### src/rtl/pmt_drain_ctrl.sv
// Drains P-record words from a fall-through FIFO as 32-bit sink writes, checks record ordering,
// and after RCD_NUM records sends the elapsed cycle count once before halting.
module pmt_drain_ctrl #(
  parameter int P_LOG   = 3,
  parameter int RCDW    = 64,
  parameter int RCD_NUM = 1 << 16
) (
  input  logic                          CLK,
  input  logic                          RST,
  input  logic [RCDW*(1<<P_LOG)-1:0]    src_dot,
  input  logic                          src_emp,
  output logic                          src_deq,
  input  logic                          lcd_rdy,
  output logic                          lcd_we,
  output logic [31:0]                   lcd_data,
  output logic                          done,
  output logic                          err,
  output logic [31:0]                   err_idx,
  output logic [31:0]                   rec_cnt
);

  localparam int P  = 1 << P_LOG;
  localparam int WW = RCDW * P;
  localparam logic [P_LOG-1:0] IDX_LAST = P_LOG'(P - 1);

  typedef enum logic [1:0] {IDLE, SEND, CYC, DONE} state_t;

  state_t            state, nxt;
  logic [WW-1:0]     sh;
  logic [P_LOG-1:0]  idx;
  logic [31:0]       cyc;
  logic [RCDW-1:0]   prev;
  logic              load, wr;

  always_comb begin
    nxt      = state;
    src_deq  = 1'b0;
    lcd_we   = 1'b0;
    lcd_data = 32'd0;
    load     = 1'b0;
    wr       = 1'b0;
    case (state)
      IDLE: begin
        src_deq = !src_emp;
        if (!src_emp) begin
          load = 1'b1;
          nxt  = SEND;
        end
      end
      SEND: begin
        lcd_we   = lcd_rdy;
        lcd_data = sh[31:0];
        if (lcd_rdy) begin
          wr = 1'b1;
          if (idx == IDX_LAST) begin
            if (rec_cnt + 32'd1 == 32'(RCD_NUM)) begin
              nxt = CYC;
            end else if (!src_emp) begin
              // back-to-back reload keeps one record per cycle across word boundaries
              src_deq = 1'b1;
              load    = 1'b1;
            end else begin
              nxt = IDLE;
            end
          end
        end
      end
      CYC: begin
        lcd_we   = lcd_rdy;
        lcd_data = cyc;
        if (lcd_rdy) nxt = DONE;
      end
      default: nxt = DONE;
    endcase
  end

  always_ff @(posedge CLK or posedge RST) begin
    if (RST) begin
      state   <= IDLE;
      sh      <= '0;
      idx     <= '0;
      cyc     <= 32'd0;
      prev    <= '0;
      done    <= 1'b0;
      err     <= 1'b0;
      err_idx <= 32'd0;
      rec_cnt <= 32'd0;
    end else begin
      state <= nxt;
      if (state == IDLE || state == SEND) cyc <= cyc + 32'd1;
      if (load) begin
        sh  <= src_dot;
        idx <= '0;
      end else if (wr) begin
        sh  <= sh >> RCDW;
        idx <= idx + P_LOG'(1);
      end
      if (wr) begin
        rec_cnt <= rec_cnt + 32'd1;
        prev    <= sh[RCDW-1:0];
        // only the first out-of-order record is reported; record 0 has no predecessor
        if (rec_cnt != 32'd0 && sh[RCDW-1:0] < prev && !err) begin
          err     <= 1'b1;
          err_idx <= rec_cnt;
        end
      end
      if (nxt == DONE) done <= 1'b1;
    end
  end

endmodule
### config.mk
export PLATFORM = sky130hd
export DESIGN_NAME = pmt_drain_ctrl
export DESIGN_NICKNAME = d
export VERILOG_FILES = /design/src/rtl/pmt_drain_ctrl.sv
export SDC_FILE = /design/constraint.sdc
export NUM_CORES = 2
export LEC_CHECK = 0
export ABC_CLOCK_PERIOD_IN_PS = 31500
export CORE_ASPECT_RATIO = 2
export CORE_MARGIN = 2
export CORE_UTILIZATION = 30
export CTS_CLUSTER_SIZE = 10
export DETAILED_ROUTE_END_ITERATION = 8
export MAX_ROUTING_LAYER = met4
export PLACE_DENSITY_LB_ADDON = 0.08
export REMOVE_ABC_BUFFERS = 1
export SLEW_MARGIN = 10
export SYNTH_ARGS = -nofsm -noshare
export SYNTH_HDL_FRONTEND = slang
export SYNTH_SLANG_ARGS = --single-unit
### constraint.sdc
create_clock -name CLK -period 31.5 [get_ports CLK]
set_input_delay 4.725 -clock CLK [delete_from_list [all_inputs] [get_ports CLK]]
set_output_delay 4.725 -clock CLK [all_outputs]
set_load 0.01 [all_outputs]
Yosys cells after proc, flatten, opt, wreduce, memory -nomap -nowiden
Cells that the tools add are included.
{ "op_classes": {"n_addsub": 3, "order_cmp": 1, "eq_ne": 5, "mux": 21, "reduce_logical": 10} }
{ "ops": {"columns": ["operator", "count"], "rows": [
  ["2-to-1 mux 512 bit", 2],
  ["adder 32 x 1 -> 32 bit, second input constant", 2],
  ["less-than comparator 64 bit", 1],
  ["one-hot mux 32 bit (2 select lines)", 1],
  ["equality test 32 x 17 -> 1 bit, second input constant", 1],
  ["nonzero test 32 bit", 1],
  ["2-to-1 mux 2 bit", 6],
  ["2-to-1 mux 1 bit", 7],
  ["2-to-1 mux 3 bit", 2],
  ["one-hot mux 2 bit (3 select lines)", 1],
  ["equality test 2 bit, second input constant", 2],
  ["one-hot mux 1 bit (2 select lines)", 2],
  ["adder 3 x 1 -> 3 bit, second input constant", 1],
  ["equality test 3 bit, second input constant", 1],
  ["equality test 2 x 1 -> 1 bit, second input constant", 1],
  ["logical AND 1 bit", 2],
  ["logical NOT 1 bit", 2],
  ["logical NOT 2 bit", 1],
  ["AND reduction 2 bit", 1],
  ["nonzero test 2 bit", 1],
  ["OR reduction 2 bit", 1],
  ["logical OR 1 bit", 1]
]} }
{ "totals": {"regBits": 679, "input_bits": 516, "output_inout_bits": 100, "wordCells": 49} }

Logic depth before layout (Yosys ltp)
{ "logic_depth": {"ltp_word": 7, "ltp_mapped": 14, "mapped_depth_nobuf": 10} }

Least setup slack after synthesis
No wires, ideal clock.
{ "synth_path": {"path_kind": "input port to output port", "from": "input lcd_rdy", "to": "output src_deq", "t_arrival_ns": 5.525, "required_time_ns": 26.775, "path_slack_ns": 21.250, "cell_stages": 7, "path_buffers": 3, "path_cell_list": "nand3_1 > a21oi_2 > o21ai_2 > buf_6 > buf_6 > buf_8 > inv_2"} }
{ "synth_between": {"elab_chain_len": 2} }
{ "synth_rtl": {"columns": ["element", "line_no", "source"], "rows": [
  ["start, declared", "13", "input logic lcd_rdy,"],
  ["2-to-1 mux 1 bit", "53", "if (lcd_rdy) begin"],
  ["one-hot mux 1 bit (2 select lines)", "42", "case (state)"],
  ["end, declared", "12", "output logic src_deq,"]
]} }
Every way passes these cells.

Worst setup path after layout
Ends and elaborated chain as after synthesis.

==> impl_metrics.toml <==
[status]
outcome = "completed"

[min_path]
worstHoldStart = "prev[0]"
min_to = "prev[0]"
hold_depth = 2
min_path_type = "reg2reg"

[synth]
synth.top_cell.area_share_pct = 46.4
yosys.area.top_type = "dfrtp_1"
synth_cells = 3655
synth_ff_type = "dfrtp_1"
synthArstFlopShare_pct = 100
synth_edf_count = 0
synth.most_common_cell = "nand2_1"
ys_seq_elements = 679
ys_types = 64
synth_area_per_cell_um2 = 10.0
synthTopCellsByCount = "nand2_1, dfrtp_1, mux2_4, inv_1, clkbuf_1"
ys_top_cells_by_area = "dfrtp_1, mux2_4, nand2_1, ha_1, buf_12"
ys_warn_count = 0
synth-seq-area-share_pct = 46.4
synth_area_um2 = 36600

[route]
num_vias = 26400
drt_iter0_drc = 1386
drt_wl_total_um = 110000
wl_per_cell_um = 18.8
vias_per_cell = 4.55
ant_nets = 0
dr.pass1.iters = 5
drcViolationCount = 0

[worst_setup_path]
start_kind = "input port"
crit_path_frequent_cell = "clkdlybuf4s50_1"
r2r_start = "rec_cnt[9]"
critPathRequiredTime_ps = 26780
worstSetupPathType = "in2out"
r2r_end = "sh[172]"
cp_max_fo = 7
rr_worst_depth = 12
critPathMaxStageDelay_ps = 640
slowest_stage = "clkdlybuf4s50_1"
critical_path_arrival_ps = 6440
end_kind = "output port"
r2r_slack_ps = 25070
cp_cell_sequence = "clkdlybuf4s50_1 -> nand3_1 -> a21oi_2 -> o21ai_4 -> inv_2 -> clkdlybuf4s50_1"

[global_route]
first_global_vias = 27600
grt_max_degree = 182
grt_overflow = 0
track_usage_pct = 18.0
antenna_found_initial = 68
grt_pass1_wl_um = 169000

[floorplan]
start_util_pct = 30.1
die_area_um2 = 125000
die_w_um = 251
io_pins = 616
core_um2 = 121000
die-height_um = 498
rows = 181

[pwr]
powerDensity_nw_per_um2 = 82.2
vdd_drop_max_v = 0.0000463
total_leakage_power_nw = 23.3
p_total_mw = 3.76

[timing]
setup_tns_ps = 0
slew-limit-headroom_pct = 28.7
grt_setup_unrepaired = "no"
tightestPinTransition_ps = 1070
drv_slew = 0
finClkSkew_ps = 26.6
hold_violations = 0
period_needed_ps = 11160
finalSetupViolCount = 0
finalCritPeriodShare_pct = 35.4
max_freq_mhz = 89.6

[clock_tree]
cts_root_buffer = "clkbuf_16"
clkSinkCount = 679
clk_pin_slew_ps = 60
ctsHoldBuffers = 0
cts_resized = 0
post_cts_buffers = 0
htreeDepth = 3
clk_latency_ps = 660
cts_tree = "built"
cts_buffers = 80
cts_buffer_depth = 3

[final_layout]
layout.nets = 4760
areaGrowthSynthToFinish_pct = 25.2
drive_gt1_share_pct = 15.2
final_cells = 5815

[job]
timing.max_cap.violations = 0

[place]
numPortBuffers = 615
dp.cells = 5644
dp_hpwl_um = 74800
gp_congestion = 0.853
-- worst max-delay path: cells and delay by family --
kind            cells  cell delay, ps
compound gates      2             270
buf+inv             3            1280
simple gates        1             160
-- where the power goes --
group / total (mW) / switching [mW] / internal, mW / leakage (nW)
logic: 1.48 / 0.663 / 0.815 / 13.5
registers: 1.43 / 0.215 / 1.21 / 8.66
clock network: 0.860 / 0.378 / 0.481 / 1.10
total: 3.76 / 1.26 / 2.51 / 23.3
-- how the worst max path moves through the flow --
stage,cells after the start,startpoint,endpoint,slack (ps)
3_5_place_dp,6,lcd_rdy,src_deq,20350
5_1_grt,6,lcd_rdy,src_deq,20280
2_1_floorplan,4,lcd_rdy,src_deq,1490
3_3_place_gp,6,lcd_rdy,src_deq,20340
4_1_cts,6,lcd_rdy,src_deq,20330
6_report,6,lcd_rdy,src_deq,20340
-- state kept, by name, indices dropped and copies added, names as in the netlist --
name	flops
idx	3
prev	64
done	1
state	2
sh	512
err_idx	32
rec_cnt	32
err	1
cyc	32
-- cell families (layout without fill, tap and decap cells) --
kind of cell	Yosys count	after routing	share of synthesized area, %
adder cells (fa/ha/maj)	73	73	2.50
flip-flops	679	679	46.4
other	0	69	0
buffers and inverters	361	897	6.00
XOR/XNOR	67	67	1.60
AND/OR/NAND/NOR	1722	1722	19.0
multiplexers	546	546	20.7
AO/OA/AOI/OAI	207	207	3.70
-- metrics by stage --
stage          instance area [um2]  hold WS [ps]  util, %  setup WS [ps]
3_5_place_dp                 43400           464     35.7          20350
4_1_cts                      45600           479     37.6          20330
6_report                     45800           479     37.7          20340
2_1_floorplan                34900           443        -           1490
5_1_grt                      45800           499     37.7          20280
3_3_place_gp                 43400           459     35.7          20340
-- layout by cell type, fill, tap and decap left out, drive strengths merged, types with 6 or more instances in the layout --
cell type      Yosys  final
a211o              7      7
a211oi             8      8
a21o              31     31
a21oi             20     20
a22oi             34     34
and2               6      6
and4               8      8
buf               86     36
clkbuf           131     93
clkdlybuf4s50      0    615
dfrtp            679    679
diode              0     69
ha                73     73
inv              144    146
mux2             482    482
mux2i             64     64
nand2           1519   1519
nand3             35     35
nand4             39     39
nor2              39     39
nor2b             32     32
nor3              14     14
nor3b              6      6
nor4              12     12
o21ai             82     82
xnor2             55     55
xor2              12     12
-- cell type report --
type,count,area [um2]
well taps,1555,1950
clock inverters,9,128
clock buffers,93,2120
multi-input cells,2615,17400
flip-flops and latches,679,17000
repair buffers,651,6460
inverters,144,548
diodes,69,173
fillers,12300,75600
-- per-layer routing --
metal  GRT usage [%]  wire length (um)
met5               -                 0
met3            6.82              9520
met2            29.3             52700
met4            5.80              2720
met1            20.3             44600
(Power assumes the default switching activity.)
